## config.mk

```make
export PLATFORM = sky130hd
export DESIGN_NAME = lock_sequencer
export DESIGN_NICKNAME = d
export VERILOG_FILES = /design/src/rtl/lock_sequencer.sv
export SDC_FILE = /design/constraint.sdc
export NUM_CORES = 1
export LEC_CHECK = 0
export ABC_CLOCK_PERIOD_IN_PS = 1700
export BUFFER_PORTS_ARGS = -buffer_cell sky130_fd_sc_hd__buf_2
export CORE_ASPECT_RATIO = 1.2
export CORE_MARGIN = 4
export CORE_UTILIZATION = 40
export DETAILED_ROUTE_END_ITERATION = 8
export MAX_ROUTING_LAYER = met4
export PLACE_DENSITY = 0.65
export SETUP_SLACK_MARGIN = 0.3
export SYNTH_ARGS = -nofsm -noshare
export SYNTH_HDL_FRONTEND = slang
export SYNTH_SLANG_ARGS = --single-unit
```

## constraint.sdc

```tcl
create_clock -name CLK -period 1.7 [get_ports CLK]
set_clock_uncertainty 0.1 [all_clocks]
set_input_delay 0.255 -clock CLK [delete_from_list [all_inputs] [get_ports CLK]]
set_output_delay 0.255 -clock CLK [all_outputs]
set_load 0.05 [all_outputs]
```

## src/rtl/lock_sequencer.sv

```systemverilog
// lock_sequencer: turns debounced button pulses into datapath strobes, counts digits and tracks failed tries.
// Macro LOCK_SEQ_LOCKOUT_TIMEOUT_EN: when defined, LOCKOUT expires after LOCKOUT_CYCLES; otherwise only RST exits it.
module lock_sequencer #(
   parameter int DWL            = 8,
   parameter int DIGITS         = 4,
   parameter int MAX_TRIES      = 3,
   parameter int LOCKOUT_CYCLES = 100000000
) (
   input  logic           CLK,
   input  logic           RST,
   input  logic           Open_Close,
   input  logic           Validate,
   input  logic           Change,
   input  logic           Pass,
   output logic           ShiftA,
   output logic           ShiftB,
   output logic           RSTA,
   output logic [DWL-6:0] Select,
   output logic           ALARM,
   output logic [3:0]     Tries
);

   typedef enum logic [2:0] {
      S_OPEN    = 3'd0,
      S_SET     = 3'd1,
      S_CLOSED  = 3'd2,
      S_ENTRY   = 3'd3,
      S_CHECK   = 3'd4,
      S_LOCKOUT = 3'd5
   } state_t;

   state_t     state, state_n;
   logic [3:0] count, count_n;
   logic [3:0] tries_n;
   logic       phase, phase_n;
   logic       shift_a_n, shift_b_n, rsta_n;
   logic       do_oc, do_ch, do_va;

`ifdef LOCK_SEQ_LOCKOUT_TIMEOUT_EN
   localparam int TW = $clog2(LOCKOUT_CYCLES);
   logic [TW-1:0] timer, timer_n;
`else
   logic unused_lockout_cycles;
   assign unused_lockout_cycles = ^32'(LOCKOUT_CYCLES);
`endif

   function automatic logic [3:0] sat_inc(input logic [3:0] t);
      if (t >= 4'(MAX_TRIES)) return 4'(MAX_TRIES);
      return t + 4'd1;
   endfunction

   always_comb begin
      state_n   = state;
      count_n   = count;
      tries_n   = Tries;
      phase_n   = 1'b0;
      shift_a_n = 1'b0;
      shift_b_n = 1'b0;
      rsta_n    = 1'b0;
`ifdef LOCK_SEQ_LOCKOUT_TIMEOUT_EN
      timer_n   = timer;
`endif
      // Resolve coincident pulses down to a single winner.
      do_oc = Open_Close;
      do_ch = Change & ~Open_Close;
      do_va = Validate & ~Open_Close & ~Change;
      case (state)
         S_OPEN: begin
            if (do_oc) begin
               state_n = S_CLOSED;
               rsta_n  = 1'b1;
            end else if (do_ch) begin
               state_n = S_SET;
               count_n = 4'd0;
            end
         end
         S_SET: begin
            if (do_oc || do_ch) begin
               state_n = S_OPEN;
               count_n = 4'd0;
            end else if (do_va) begin
               shift_b_n = 1'b1;
               if (count == 4'(DIGITS - 1)) begin
                  state_n = S_OPEN;
                  count_n = 4'd0;
               end else begin
                  count_n = count + 4'd1;
               end
            end
         end
         S_CLOSED: begin
            if (do_va) begin
               shift_a_n = 1'b1;
               count_n   = 4'd1;
               state_n   = (DIGITS == 1) ? S_CHECK : S_ENTRY;
            end
         end
         S_ENTRY: begin
            if (do_oc) begin
               rsta_n  = 1'b1;
               count_n = 4'd0;
               state_n = S_CLOSED;
            end else if (do_va) begin
               shift_a_n = 1'b1;
               count_n   = count + 4'd1;
               if (count == 4'(DIGITS - 1)) state_n = S_CHECK;
            end
         end
         S_CHECK: begin
            // First cycle lets the last shift settle; Pass is judged on the second edge.
            if (!phase) begin
               phase_n = 1'b1;
            end else begin
               count_n = 4'd0;
               if (Pass) begin
                  state_n = S_OPEN;
                  tries_n = 4'd0;
               end else begin
                  rsta_n  = 1'b1;
                  tries_n = sat_inc(Tries);
                  if (sat_inc(Tries) == 4'(MAX_TRIES)) begin
                     state_n = S_LOCKOUT;
`ifdef LOCK_SEQ_LOCKOUT_TIMEOUT_EN
                     timer_n = TW'(LOCKOUT_CYCLES - 1);
`endif
                  end else begin
                     state_n = S_CLOSED;
                  end
               end
            end
         end
         S_LOCKOUT: begin
`ifdef LOCK_SEQ_LOCKOUT_TIMEOUT_EN
            if (timer == '0) begin
               state_n = S_CLOSED;
               tries_n = 4'd0;
            end else begin
               timer_n = timer - 1'b1;
            end
`endif
         end
         default: state_n = S_OPEN;
      endcase
   end

   always_ff @(posedge CLK or negedge RST) begin
      if (!RST) begin
         state  <= S_OPEN;
         count  <= 4'd0;
         Tries  <= 4'd0;
         phase  <= 1'b0;
         ShiftA <= 1'b0;
         ShiftB <= 1'b0;
         RSTA   <= 1'b0;
      end else begin
         state  <= state_n;
         count  <= count_n;
         Tries  <= tries_n;
         phase  <= phase_n;
         ShiftA <= shift_a_n;
         ShiftB <= shift_b_n;
         RSTA   <= rsta_n;
      end
   end

`ifdef LOCK_SEQ_LOCKOUT_TIMEOUT_EN
   always_ff @(posedge CLK or negedge RST) begin
      if (!RST) timer <= '0;
      else      timer <= timer_n;
   end
`endif

   assign Select = (DWL-5)'(state);
   assign ALARM  = (state == S_LOCKOUT);

endmodule
```

* Yosys cells after proc, flatten, opt, wreduce, memory -nomap -nowiden
Index checks and enable logic that the tools add are counted.
** Operators by class
- $add $sub $neg :: 2
- Order comparisons :: 1
- Eq/ne operators :: 16
- Mux-type cells :: 44
- Bitwise operators :: 6
- Reduce and logical (&&, ||, !) cells :: 7
** Operators by type and width (number)
- $mux W4 :: 15
- $mux W3 :: 12
- $pmux W4 S5 :: 1
- $pmux W3 S6 :: 1
- $ne A3 B3 Y1 const B :: 5
- $mux W1 :: 13
- $add A4 B1 Y4 const B :: 2
- $eq A4 B2 Y1 const B :: 2
- $ne A2 B2 Y1 const B :: 4
- $reduce_and A8 Y1 :: 1
- $reduce_and A7 Y1 :: 1
- $eq A3 B2 Y1 const B :: 2
- $eq A3 B3 Y1 const B :: 2
- $reduce_bool A5 Y1 :: 1
- $ge A4 B2 Y1 const B :: 1
- $pmux W1 S2 :: 2
- $and A1 B1 Y1 :: 3
- $eq A3 B1 Y1 const B :: 1
- $logic_not A3 Y1 :: 1
- $not A1 Y1 :: 3
- $reduce_and A2 Y1 :: 1
- $reduce_or A2 Y1 :: 1
- $logic_or A1 B1 Y1 :: 1
** Word-level totals
- Flip-flop bits (word level) :: 15
- Bits of input ports :: 6
- Output and inout port bits :: 11
- Word-level logic and storage cells :: 83

* Logic depth before layout (Yosys ltp)
- Depth in word-level cells :: 14
- Depth in mapped cells :: 6
- Gate-level depth less buffers :: 6

* Least setup slack after synthesis
Ideal clock, no wire load.
- Path kind :: register to register
- Start :: register state[1], in the netlist Select[1]
- End :: register state[0], in the netlist Select[0]
- Library setup time :: 128 ps
- Data arrival time :: 1871 ps
- Required time :: 1472 ps
- Slack :: -399 ps
- Cell stages (with the launch flop) :: 7
- Cell sequence :: dfrtp_1 -> buf_6 -> and2b_4 -> nand2_4 -> nand2_4 -> a2111oi_4 -> mux2_1
** Between the ends
- Longest elaborated chain between the ends :: 3
- Elaborated cells between the ends (all ways) :: 16
** RTL lines
- from (decl) :: RTL line 32 : state_t state, state_n;
- from (signal assigned) :: RTL line 156 : state <= state_n;
- $eq A3 B1 Y1 (tied with other cells) :: RTL line 67 : case (state)
- $ne A3 B3 Y1 (no source line) (tied with other cells)
- $reduce_and A8 Y1 (no source line)
Parallel ways exist; a longest one is shown, timed or not.
A chain may end at the register's enable or synchronous reset.

* Worst setup path after layout
- Start :: register count[0]
- End :: register state[1], in the netlist Select[1]
** Between the ends
- Longest elaborated chain between the ends :: 3
- Elaborated cells between the ends (all ways) :: 4
** RTL lines
- from (decl) :: RTL line 33 : logic [3:0] count, count_n;
- from (signal assigned) :: RTL line 157 : count <= count_n;
- $eq A4 B2 Y1 (*) :: RTL line 83, 106
- $ne A3 B3 Y1 (no source line)
- $reduce_and A8 Y1 (no source line) (*)
Every way passes the cells marked *; elsewhere a longest branch is shown, timed or not.

==> results.sh <==
export IMPL_die_w_um=53.5
export IMPL_syn_to_final_growth_pct=61.6
export IMPL_path_delay_family="compound AO/OA/AOI/OAI gates"
export IMPL_max_slew_margin_rel=0.729
export IMPL_coreArea_um2=2330
export IMPL_cp_slowest_cell="a2111oi_4"
export IMPL_dpl_hpwl_um=2030
export IMPL_cts_root_buf="clkbuf_4"
export IMPL_drt_initial_drc_count=12
export IMPL_slew_violations=0
export IMPL_gr_total_overflow=0
export IMPL_port_buffers=16
export IMPL_leakage_uw=0.000727
export IMPL_critPathRequiredTime_ps=1770
export IMPL_grt_pass1_vias=1050
export IMPL_synthFlopType="dfrtp_1"
export IMPL_wl_met3_um=90
export IMPL_routabilityCongestion=0.884
export IMPL_yosysSeqAreaShare=0.378
export IMPL_rrSetupSlack_ps=-260
export IMPL_start_util=0.426
export IMPL_synthTopCellsByCount="dfrtp_1, nor2_1, o21ai_0, nand3_1, nor3_1"
export IMPL_syn_inst=98
export IMPL_status="finished, violations left"
export IMPL_synth_edf_count=0
export IMPL_power_uw=2540
export IMPL_r2r_end="Select[1]$_DFFE_PN0P_"
export IMPL_setup_viol=7
export IMPL_first_pass_iters=4
export IMPL_fin_crit_ps=1960
export IMPL_n_fill_cell=184
export IMPL_async_flop_share=1.00
export IMPL_yosys_warnings=0
export IMPL_layout_setup_ws_ps=-256
export IMPL_cp_cell_sequence="ha_2 -> or3b_4 -> a2111oi_4 -> mux2_4"
export IMPL_endpoint="Select[1]$_DFFE_PN0P_"
export IMPL_cp_arrival_ps=2030
export IMPL_wirelength_um=3010
export IMPL_grt_antenna_before_repair=0
export IMPL_grt_setup_unrepaired="yes"
export IMPL_vdd_drop_max_mv=0.938
export IMPL_synth_largest_area_cell="dfrtp_1"
export IMPL_cp_num_buf_inv=0
export IMPL_path_max_fanout=3
export IMPL_yosysMostFrequentCell="dfrtp_1"
export IMPL_synthTopCellsByArea="dfrtp_1, nor2_1, buf_6, nand2_4, o21ai_0"
export IMPL_viasPerCell=5.57
export IMPL_nets=159
export IMPL_setup_tns_ps=-790
export IMPL_synth_net_count=106
export IMPL_synth_area_per_cell_um2=10.1
export IMPL_wl_met1_um=1090
export IMPL_fmax_mhz=511
export IMPL_tightest_slew_ps=406
export IMPL_final_core_util=0.689
export IMPL_dieArea_um2=3350
export IMPL_syn_area_um2=993
export IMPL_dp_slack_ps=-236
export IMPL_hp_start="Pass"
export IMPL_start_kind="register"
export IMPL_crit_start="count[0]$_DFFE_PN0P_"
export IMPL_insertion_delay_ps=280
export IMPL_routedWlPerCell_um=16.6
export IMPL_remaining_drc_errors=0
export IMPL_r2r_worst_path_cells=4
export IMPL_finalHoldWorstSlack_ps=151
export IMPL_grt_pass1_wl_um=4700
export IMPL_top_layer_used="met4"
export IMPL_cts_path_max_buffers=2
export IMPL_synth_top_cell_area_share=0.378
export IMPL_fp_dieH_um=62.6
export IMPL_period_share=1.15
export IMPL_wl_met2_um=1700
export IMPL_track_usage=0.196
export IMPL_violations="setup timing"
export IMPL_hold_class="input pin to register"
export IMPL_num_io_pins=17
export IMPL_cp_slowest_stage_delay_ps=430
export IMPL_clk_pin_slew_ps=100
export IMPL_antenna_cells=0
export IMPL_grt_max_degree=16
export IMPL_placementRows=19
export IMPL_cts_tree="built"
export IMPL_synth_cell_types=41
export IMPL_drive_gt1_frac=0.627
export IMPL_power_density_nw_per_um2=1580
export IMPL_ys_seq_elements=15
export IMPL_cts_sinks=15
export IMPL_cp_depth=4
export IMPL_vias=1008
export IMPL_cap_violations=0
export IMPL_critPathKind="register to register"
export IMPL_cts_buffers=3
export IMPL_r2r_start="count[0]$_DFFE_PN0P_"
export IMPL_worstSetupEndpointType="register"
export IMPL_finalHoldViolCount=0
export IMPL_cts_htree_levels=1
export IMPL_ant_nets=0
==> metal layers <==
metal | vias up | GRT usage
li1 | 476 | -
met1 | 492 | 0.201
met2 | 28 | 0.353
met3 | 12 | 0.0286
met4 | 0 | 0.0863
met5 | - | -
==> how the worst min path moves through the flow <==
stage | endpoint | cells after the start
finish | Tries[1]$_DFFE_PN0P_ | 2
global route | Tries[1]$_DFFE_PN0P_ | 2
CTS | RSTA$_DFF_PN0_ | 2
detailed placement | ShiftB$_DFF_PN0_ | 1
global placement | ShiftB$_DFF_PN0_ | 1
floorplan | RSTA$_DFF_PN0_ | 0
==> area by class of cell <==
class | count | area (µm²) | area share
clock inverter | 1 | 5.00 | 0.00312
inverter | 3 | 18.8 | 0.0117
tap | 31 | 38.8 | 0.0242
clock buffer | 3 | 22.5 | 0.0140
timing repair buffer | 52 | 442 | 0.275
sequential | 15 | 383 | 0.239
multi-input combinational | 76 | 696 | 0.433
==> per-stage QoR <==
| step | cells | instance area (µm²) |
|---|---|---|
| 2_1_floorplan | 98 | 1010 |
| 3_3_place_gp | 165 | 1260 |
| 3_5_place_dp | 165 | 1260 |
| 4_1_cts | 178 | 1480 |
| 5_1_grt | 181 | 1610 |
| 6_report | 181 | 1610 |
==> report_power, final <==
group	total [µW]	switching (µW)	internal, µW
Clock	209	121	87.3
Sequential	536	93.4	443
Combinational	1800	914	885
==> state kept, by name, indices dropped and copies added, names as in the netlist <==
name	cells
RSTA	1
Select	3
ShiftA	1
ShiftB	1
Tries	4
count	4
phase	1
==> logic make-up (layout without fill, tap and decap cells) <==
family / count (synthesis) / after routing / share of synthesized area
compound gates: 26 / 26 / 0.210
simple gates: 45 / 45 / 0.301
buf+inv: 7 / 59 / 0.0529
mux: 3 / 3 / 0.0327
flops: 15 / 15 / 0.378
fa+ha+maj: 2 / 2 / 0.0252
==> placed cells by master, fill, tap and decap left out, drive strengths merged, types with 3 or more instances in the layout <==
cell type   n
or3b        3
a21oi       3
nor2       11
a31oi       3
o21ai       7
nand3       5
nand2       6
nand2b      3
buf        49
dfrtp      15
nor3        5
and2        3
clkbuf      5
inv         3
==> repair_timing <==
action | 4_1_cts | 5_1_grt
pin swaps | 9 | 5
resized for setup | 34 | 26
hold endpoints to repair | 15 | 0
hold buffers | 1 | 0
setup buffers | 8 | 3
endpoints found under the setup margin | 17 | 16
Power figures use the tool's default switching activity.
